--- src/rtl/ppm_rx_pkg.sv ---
// Shared types and constants for the PPM receive frame buffer.
// Imported by the CRC helper and by the top-level buffer.
package ppm_rx_pkg;

  typedef enum logic [1:0] {
    IDLE,
    RECV,
    CHECK,
    DRAIN
  } state_e;

  typedef enum logic [1:0] {
    ERR_NONE  = 2'd0,
    ERR_CRC   = 2'd1,
    ERR_SHORT = 2'd2,
    ERR_OVF   = 2'd3
  } err_e;

  localparam logic [15:0] CRC_POLY = 16'h1021;

endpackage

--- src/rtl/ppm_crc16_byte.sv ---
// Combinational byte-wide CRC-16 update, poly 0x1021, MSB-first,
// unrolled into eight single-bit shift/XOR steps.
module ppm_crc16_byte
  import ppm_rx_pkg::*;
(
  input  logic [15:0] crc_in,
  input  logic [7:0]  data_in,
  output logic [15:0] crc_out
);

  always_comb begin
    logic [15:0] c;
    c = crc_in;
    for (int i = 7; i >= 0; i--) begin
      if (c[15] ^ data_in[i]) c = {c[14:0], 1'b0} ^ CRC_POLY;
      else                    c = {c[14:0], 1'b0};
    end
    crc_out = c;
  end

endmodule

--- src/rtl/ppm_rx_frame_buffer.sv ---
// Captures one PPM-decoded frame, checks its trailing CRC-16 and drains the
// payload over a valid/ready stream; bad, short or oversize frames are dropped.
module ppm_rx_frame_buffer
  import ppm_rx_pkg::*;
#(
  parameter int          DEPTH    = 32,
  parameter int          AW       = 5,
  parameter logic [15:0] CRC_INIT = 16'hFFFF
) (
  input  logic       clk,
  input  logic       rst_n,
  input  logic [7:0] din,
  input  logic       d_en,
  input  logic       f_en,
  output logic [7:0] m_data,
  output logic       m_valid,
  input  logic       m_ready,
  output logic       m_last,
  output logic       frm_ok,
  output logic       frm_err,
  output logic [1:0] err_code,
  output logic       busy
);

  localparam logic [AW:0] DEPTH_W = (AW + 1)'(DEPTH);
  localparam logic [AW:0] LEN_MIN = (AW + 1)'(3);

  state_e      state_q, state_d;
  logic        f_q;
  logic [AW:0] wr_ptr_q, wr_ptr_d;
  logic [AW:0] rd_ptr_q, rd_ptr_d;
  logic [AW:0] plen_q, plen_d;
  logic [15:0] crc_q, crc_d, crc_upd;
  logic        ovf_q, ovf_d;
  err_e        err_code_q, err_code_d, chk_code;
  logic        m_valid_q, m_valid_d;
  logic        m_last_q, m_last_d;
  logic [7:0]  m_data_q;

  logic          rise, fall, handshake;
  logic          mem_we, rd_load;
  logic [AW-1:0] rd_addr;
  logic [7:0]    mem [DEPTH];

  assign rise      = f_en & ~f_q;
  assign fall      = ~f_en & f_q;
  assign handshake = m_valid_q & m_ready;

  ppm_crc16_byte u_crc (
    .crc_in  (crc_q),
    .data_in (din),
    .crc_out (crc_upd)
  );

  // Overflow wins over length, length over CRC; a good frame leaves a zero residue.
  always_comb begin
    chk_code = ERR_NONE;
    if (ovf_q)                  chk_code = ERR_OVF;
    else if (wr_ptr_q < LEN_MIN) chk_code = ERR_SHORT;
    else if (crc_q != 16'h0000) chk_code = ERR_CRC;
  end

  always_comb begin
    // NOTE: every signal gets a default before the case so no latch is inferred.
    state_d    = state_q;
    wr_ptr_d   = wr_ptr_q;
    rd_ptr_d   = rd_ptr_q;
    plen_d     = plen_q;
    crc_d      = crc_q;
    ovf_d      = ovf_q;
    err_code_d = err_code_q;
    m_valid_d  = m_valid_q;
    m_last_d   = m_last_q;
    mem_we     = 1'b0;
    rd_load    = 1'b0;
    rd_addr    = rd_ptr_q[AW-1:0] + AW'(1);
    frm_ok     = 1'b0;
    frm_err    = 1'b0;
    err_code   = err_code_q;

    unique case (state_q)
      IDLE: begin
        if (rise) begin
          state_d  = RECV;
          wr_ptr_d = '0;
          crc_d    = CRC_INIT;
          ovf_d    = 1'b0;
        end
      end
      RECV: begin
        if (d_en) begin
          if (wr_ptr_q < DEPTH_W) begin
            mem_we   = 1'b1;
            wr_ptr_d = wr_ptr_q + (AW + 1)'(1);
            crc_d    = crc_upd;
          end else begin
            ovf_d = 1'b1;
          end
        end
        if (fall) state_d = CHECK;
      end
      CHECK: begin
        err_code   = chk_code;
        err_code_d = chk_code;
        if (chk_code != ERR_NONE) begin
          frm_err = 1'b1;
          state_d = IDLE;
        end else begin
          frm_ok    = 1'b1;
          plen_d    = wr_ptr_q - (AW + 1)'(2);
          rd_ptr_d  = '0;
          rd_load   = 1'b1;
          rd_addr   = '0;
          m_valid_d = 1'b1;
          m_last_d  = (wr_ptr_q == LEN_MIN);
          state_d   = DRAIN;
        end
      end
      DRAIN: begin
        if (handshake) begin
          if (m_last_q) begin
            m_valid_d = 1'b0;
            m_last_d  = 1'b0;
            state_d   = IDLE;
          end else begin
            rd_ptr_d = rd_ptr_q + (AW + 1)'(1);
            rd_load  = 1'b1;
            m_last_d = (rd_ptr_q + (AW + 1)'(2) == plen_q);
          end
        end
      end
      default: state_d = IDLE;
    endcase
  end

  // NOTE: sequential state uses non-blocking assignments only.
  always_ff @(posedge clk or negedge rst_n) begin
    if (!rst_n) begin
      state_q    <= IDLE;
      f_q        <= 1'b0;
      wr_ptr_q   <= '0;
      rd_ptr_q   <= '0;
      plen_q     <= '0;
      crc_q      <= CRC_INIT;
      ovf_q      <= 1'b0;
      err_code_q <= ERR_NONE;
      m_valid_q  <= 1'b0;
      m_last_q   <= 1'b0;
    end else begin
      state_q    <= state_d;
      f_q        <= f_en;
      wr_ptr_q   <= wr_ptr_d;
      rd_ptr_q   <= rd_ptr_d;
      plen_q     <= plen_d;
      crc_q      <= crc_d;
      ovf_q      <= ovf_d;
      err_code_q <= err_code_d;
      m_valid_q  <= m_valid_d;
      m_last_q   <= m_last_d;
    end
  end

  // NOTE: the RAM array has no reset so it maps onto block memory.
  always_ff @(posedge clk) begin
    if (mem_we) mem[wr_ptr_q[AW-1:0]] <= din;
  end

  // Synchronous read port doubles as the m_data register; it only moves on a load.
  always_ff @(posedge clk or negedge rst_n) begin
    if (!rst_n)       m_data_q <= '0;
    else if (rd_load) m_data_q <= mem[rd_addr];
  end

  assign m_data  = m_data_q;
  assign m_valid = m_valid_q;
  assign m_last  = m_last_q;
  assign busy    = (state_q == CHECK) || (state_q == DRAIN);

endmodule

--- config.mk ---
export PLATFORM = sky130hd
export DESIGN_NAME = ppm_rx_frame_buffer
export DESIGN_NICKNAME = d
export VERILOG_FILES = /design/src/rtl/ppm_rx_pkg.sv /design/src/rtl/ppm_crc16_byte.sv /design/src/rtl/ppm_rx_frame_buffer.sv
export SDC_FILE = /design/constraint.sdc
export NUM_CORES = 1
export LEC_CHECK = 0
export CAP_MARGIN = 5
export CORE_MARGIN = 2
export CORE_UTILIZATION = 56
export DETAILED_ROUTE_END_ITERATION = 16
export GPL_TIMING_DRIVEN = 0
export HOLD_SLACK_MARGIN = 0.15
export PLACE_DENSITY = 0.82
export REMOVE_ABC_BUFFERS = 1
export SYNTH_ARGS = -nofsm -noshare
export SYNTH_HDL_FRONTEND = slang
export SYNTH_HIERARCHICAL = 1
export SYNTH_SLANG_ARGS = --single-unit
export TNS_END_PERCENT = 100
--- constraint.sdc ---
create_clock -name clk -period 1.97 [get_ports clk]
set_input_delay 0.2955 -clock clk [delete_from_list [all_inputs] [get_ports clk]]
set_output_delay 0.2955 -clock clk [all_outputs]
set_load 0.01 [all_outputs]
# After elaboration in Yosys (flattened, before gate mapping)
# Memories as Yosys holds them, arrays and structs flattened. A register that Yosys moved wholly into a read port is not among the register bits.
# Cells that the tools add are included.
# totals
register_bits,42
latchBits,0
ram_bits,256
mem_bits_ro,0
in_bits,13
out_inout_bits,15
mem_count,1
# op_classes
add_sub_neg,5
multipliers,0
div_mod_pow,0
order_cmp,2
eq_ne,14
shifts,0
mux,56
n_bitwise,22
n_reduce_logical,14
# mem_list
memory,depth,word_bits,rd,rd_ports_with_merged_regs,wr,line,rtl
mem,32,8,1,1,1,ppm_rx_frame_buffer.sv:43,logic [7:0] mem [DEPTH];
# op_table
operator,n
13-bit 2-to-1 mux,8
16-bit 2-to-1 mux,3
6-bit 2-to-1 mux,6
16-bit one-hot mux with 2 select lines,1
3-bit inverter,8
6-bit one-hot mux with 2 select lines,2
1-bit 2-to-1 mux,21
4-bit AND reduction,5
2-bit inequality test (second input constant),9
2-bit 2-to-1 mux,8
16-bit nonzero test,1
6-bit by 1-bit adder with 6-bit output (second input constant),2
5-bit 2-to-1 mux,2
1-bit one-hot mux with 2 select lines,4
2-bit one-hot mux with 4 select lines,1
1-bit XOR,8
6-bit by 2-bit adder with 6-bit output (second input constant),1
6-bit by 2-bit == test with 1-bit output (second input constant),1
6-bit == test,1
6-bit by 2-bit less-than comparator with 1-bit output (second input constant),1
6-bit less-than comparator (second input constant),1
2-bit nonzero test,3
6-bit by 2-bit subtractor with 6-bit output (second input constant),1
5-bit by 1-bit adder with 5-bit output (second input constant),1
9 further kinds,14

# Depth between registers and ports, before layout
# logic_depth
word_depth,19
mapped_depth,9
depth_no_buf,8

# Cells and area by module
# Netlist, hierarchy kept.
# by_module_without_submodules
mod,n_inst,cells_per_inst,area_per_inst_um2
ppm_rx_frame_buffer,1,837,12690.9
ppm_crc16_byte,1,25,387.9

# Least setup slack after synthesis
# Ideal clock, no wire load.
# synth_path
kind,register to register
startpoint,reg rd_ptr_q[1]
endpoint,"reg m_data_q[1], in the netlist m_data[1], read port of mem"
setup_ps,134
arrival_time_ps,2057
required_ps,1836
path_slack_ps,-221
path_stages_with_launch,10
path_cell_list,dfrtp_1 > ha_1 > clkbuf_1 > buf_2 > mux4_2 > nand2_1 > a21oi_1 > a31o_2 > a221oi_1 > a211oi_2
# synth_between
elab_chain_cells,3
# synth_rtl
item,line,rtl
from (decl),ppm_rx_frame_buffer.sv:31,"logic [AW:0] rd_ptr_q, rd_ptr_d;"
from (signal assigned),ppm_rx_frame_buffer.sv:153,rd_ptr_q <= rd_ptr_d;
5-bit by 1-bit adder with 5-bit output (*),ppm_rx_frame_buffer.sv:76,rd_addr = rd_ptr_q[AW-1:0] + AW'(1);
5-bit 2-to-1 mux,ppm_rx_frame_buffer.sv:105,if (chk_code != ERR_NONE) begin
5-bit 2-to-1 mux (*),ppm_rx_frame_buffer.sv:81,unique case (state_q)
to (decl),ppm_rx_frame_buffer.sv:38,logic [7:0] m_data_q;
# Every way passes the cells marked *; elsewhere a longest branch is shown, timed or not.
# A chain may end at the register's enable or synchronous reset.

# Final worst setup path
# layout_path
startpoint,reg rd_ptr_q[0]
endpoint,"reg m_data_q[6], in the netlist m_data[6], read port of mem"
# The elaborated chain is that of the path after synthesis.

==> run summary <==
The run finished, with violations left. The checks that failed: setup timing. The wire-length estimate of the detail-placed layout is 19000 um. The logs give 73 for the number of distinct library cell variants in the gate-level netlist after synthesis and 68.5% for the sequential cell area fraction in the yosys report. The category of the worst setup path capture point is a register. After layout, the worst path uses 146% of the clock period.

The logs give 0 for the count of max-cap constraint violations and 0 for the total global routing overflow. The Yosys step of the flow raised 6 warnings. Relative to the synthesized area, the layout overhead comes to 29.6%. Counting tap cells, the placed design contains a total of 1167 instances. Sum of negative setup slack: -13.07 ns. The die covers 24600 um^2. The pre-CTS setup slack was -2.08 ns; the count of nets after finishing was 1018. The class of the tightest hold or removal check was in2async.

The cell type with the largest total area after synthesis was sky130_fd_sc_hd__edfxtp_1. The worst register-to-register path begins at rd_ptr_q[0]$_DFFE_PN0P_. Before antenna repair, the detailed router went through 9 iterations.

The worst endpoint data arrival time was 3.34 ns. Of all nets on the critical path, the largest fanout is 6. The global-route usage over all layers came out at 30.2%. For the maximum root-to-sink buffer count, the log shows 3. The final critical-path required period is 2.88 ns. Setup repair after global routing could not meet its margin everywhere. The worst-case IR drop observed on VDD is 0.000842 V.

CTS saw 306 sinks. The tools report the startpoint type of the worst setup path as a register. In the routed layout, each cell is associated on average with a via count of 7.18. The total routed wirelength is 43800 um, and the maximum level of the CTS H-tree is 1. The area of the mapped netlist was 13100 um^2. The run gives 5.77 nW as the standby leakage power.

Terminus of the critical flop-to-flop path: m_data[6]$_DFFE_PN0P_. The initial antenna violation count is 1. The clock latency on the worst-skew pair is 0.60 ns. Sorting the synthesized cells by area gives the leading types as sky130_fd_sc_hd__edfxtp_1 (59%), sky130_fd_sc_hd__dfrtp_1 (6.5%), sky130_fd_sc_hd__mux4_2 (5.2%).

The flip-flop and latch count after synthesis is 306, and the synthesized instance count is 862. The commonest cells after synthesis are sky130_fd_sc_hd__edfxtp_1 (256), sky130_fd_sc_hd__nand2_1 (82), sky130_fd_sc_hd__nor2_1 (70), sky130_fd_sc_hd__a21oi_1 (41), sky130_fd_sc_hd__dfrtp_1 (34). The root buffer cell was sky130_fd_sc_hd__clkbuf_16. For this design the ratio of total power to cell area is 1400 nW/um^2.

The worst register-to-register path has a setup slack of -0.91 ns. For this run, the leading register cell type out of synthesis is sky130_fd_sc_hd__edfxtp_1. In this run, the number of DRC markers left after iteration 0 of detailed routing was 1860. The area of the core came out at 22800 um^2.

The post-synthesis average cell area is 15.2 um^2. The non-filler instance count after layout came out at 1330. For the I/O pin total, the log shows 28.

Of all flip-flops after synthesis, the portion carrying an async set or reset was 16.3%. In this run the tightest slew margin relative to its limit is 40.0%. The residual antenna-violating net count after detailed routing was 0; the required time at the endpoint of the critical path was 2.43 ns. The fraction of post-synthesis cell area in the top cell type by area came out at 58.8%.

The max-slew violation total from the final report was 0. The setup-violating endpoint count in the final report was 193. The critical path is of the reg2reg type. The routed layout has 9548 vias. The clock input transition at the sequential cells of the worst setup and hold paths is 0.08 ns, and the post-route worst setup slack is -0.906 ns.

The die is 157 um wide. Number of antenna diodes: 0. For the via count of the first global-routing pass, the log shows 8765.

The number of cells traversed by the worst register-to-register path is 9. The number of buffers created by CTS is 30. The number of input and output port buffers inserted is 27. TritonCTS built the clock tree.

The synthesized design contains 256 enable-type register cells. The post-route DRC violation count is 0. The global placer's final weighted congestion is 0.903, and the final worst clock skew is 0.0282 ns.

The post-route netlist has 36.6% of its cells at a drive strength greater than 1. For the number of standard-cell rows in the floorplan, the log shows 55. For the pin with the worst max-slew slack, the measured transition is 0.900 ns. The most used standard cell by instance count after synthesis is sky130_fd_sc_hd__edfxtp_1.

Entering global routing, the biggest net connects 37 pins. The die extent in y came out at 157 um. After detailed routing, the average wire length per cell comes to 33.0 um.

For this configuration, the core starts out at a cell density of 57.4%. Based on the critical path, the design can be clocked at up to 348 MHz. The run gives 54200 um as the global-route wire length before repair.

The run gives 0 as the total count of hold-check failures in the final report.
-- critical path, cell delays in order, from the launching register on --
cell and delay (ns):
sky130_fd_sc_hd__dfrtp_4 0.51, sky130_fd_sc_hd__ha_4 0.21, sky130_fd_sc_hd__xor2_4 0.16, sky130_fd_sc_hd__buf_12 0.18, sky130_fd_sc_hd__buf_16 0.13, sky130_fd_sc_hd__mux4_2 0.38
sky130_fd_sc_hd__mux2_4 0.30, sky130_fd_sc_hd__a31oi_1 0.56, sky130_fd_sc_hd__a31o_1 0.28, sky130_fd_sc_hd__a21oi_2 0.04
-- cells by family (layout without fill, tap and decap cells) --
kind of cell,count (synthesis),after routing,synth area share (%)
muxes,62,62,7.94
AOI/OAI and AO/OA,161,162,8.41
adders and majority gates,8,8,0.765
buffers and inverters,59,211,2.31
xor gates and xnor gates,42,43,4.26
and+or+nand+nor,224,225,7.82
DFF,306,306,68.5
-- stage by stage --
stage | area, um^2 | hold slack (ns) | total power [mW] | util (%)
finish | 17000 | 0.145 | 23.7 | 74.4
global route | 17000 | 0.197 | 24.2 | 74.4
CTS | 15900 | 0.186 | 21.3 | 69.9
detailed placement | 13700 | 0.234 | 14.0 | 60.2
global placement | 13500 | 0.483 | 13.0 | 59.3
floorplan | 12800 | -0.0000911 | 12.0 | -
-- cell usage in the layout (no fill, tap or decap), drive strengths merged, types with 8 or more instances in the layout --
cell,Yosys,routed
inv,15,14
xnor2,24,25
buf,21,121
mux2,8,8
mux2i,22,22
edfxtp,256,256
clkbuf,22,40
clkdlybuf4s50,0,16
a21oi,41,42
nor3,12,12
o211ai,10,10
xor2,9,9
nor2,70,70
a31oi,12,12
o22a,16,16
clkinv,1,10
ha,8,8
mux4,32,32
dfstp,16,16
dfrtp,34,34
o21ai,36,36
nand3,22,22
nand2,83,84
-- worst max path at each step --
stage,startpoint,slack [ns],endpoint
2_1_floorplan,rd_ptr_q[0]$_DFFE_PN0P_,-3.78,m_data[1]$_DFFE_PN0P_
3_3_place_gp,rd_ptr_q[0]$_DFFE_PN0P_,-6.09,m_data[1]$_DFFE_PN0P_
3_5_place_dp,rd_ptr_q[0]$_DFFE_PN0P_,-2.08,m_data[2]$_DFFE_PN0P_
4_1_cts,state_q[1]$_DFFE_PN0P_,-0.46,mem[24][2]$_DFFE_PP_
5_1_grt,rd_ptr_q[0]$_DFFE_PN0P_,-0.88,m_data[6]$_DFFE_PN0P_
6_report,rd_ptr_q[0]$_DFFE_PN0P_,-0.91,m_data[6]$_DFFE_PN0P_
-- metal layers --
layer / track usage [%] / vias to the layer above / share of wire [%]
li1: - / 3609 / -
met1: 40.7 / 4559 / 32
met2: 47.5 / 1044 / 45
met3: 6.78 / 334 / 15
met4: 13.6 / 2 / 8.0
met5: 0 / - / 0.030
-- power breakdown --
| group | switching (mW) | total, mW | leakage, nW | internal (mW) |
|---|---|---|---|---|
| Sequential | 0.609 | 8.23 | 2.88 | 7.62 |
| Combinational | 5.32 | 9.69 | 2.43 | 4.37 |
| Clock | 2.49 | 5.80 | 0.455 | 3.30 |
-- sequential cells by signal (all words and copies together) (netlist names), 2 cells and up --
| signal | cells |
|---|---|
| plen_q | 6 |
| mem | 256 |
| m_data | 8 |
| rd_ptr_q | 6 |
| err_code_q | 2 |
| crc_q | 16 |
| wr_ptr_q | 6 |
| state_q | 2 |
-- final cells by class --
type | instances | area (um^2)
sequential | 306 | 8970
fill | 1084 | 5820
multi-input combinational | 500 | 4870
timing repair buffer | 143 | 1670
clock buffer | 38 | 781
tap | 313 | 392
clock inverter | 14 | 174
inverter | 16 | 92.6
-- what timing repair did --
item,4_1_cts,5_1_grt
setup buffers,67,36
setup endpoints to repair,302,286
hold endpoints to repair,34,0
gates cloned,8,2
hold buffers,1,0
resized for setup,157,131
pin swaps,37,56
Power figures use the tool's default switching activity.
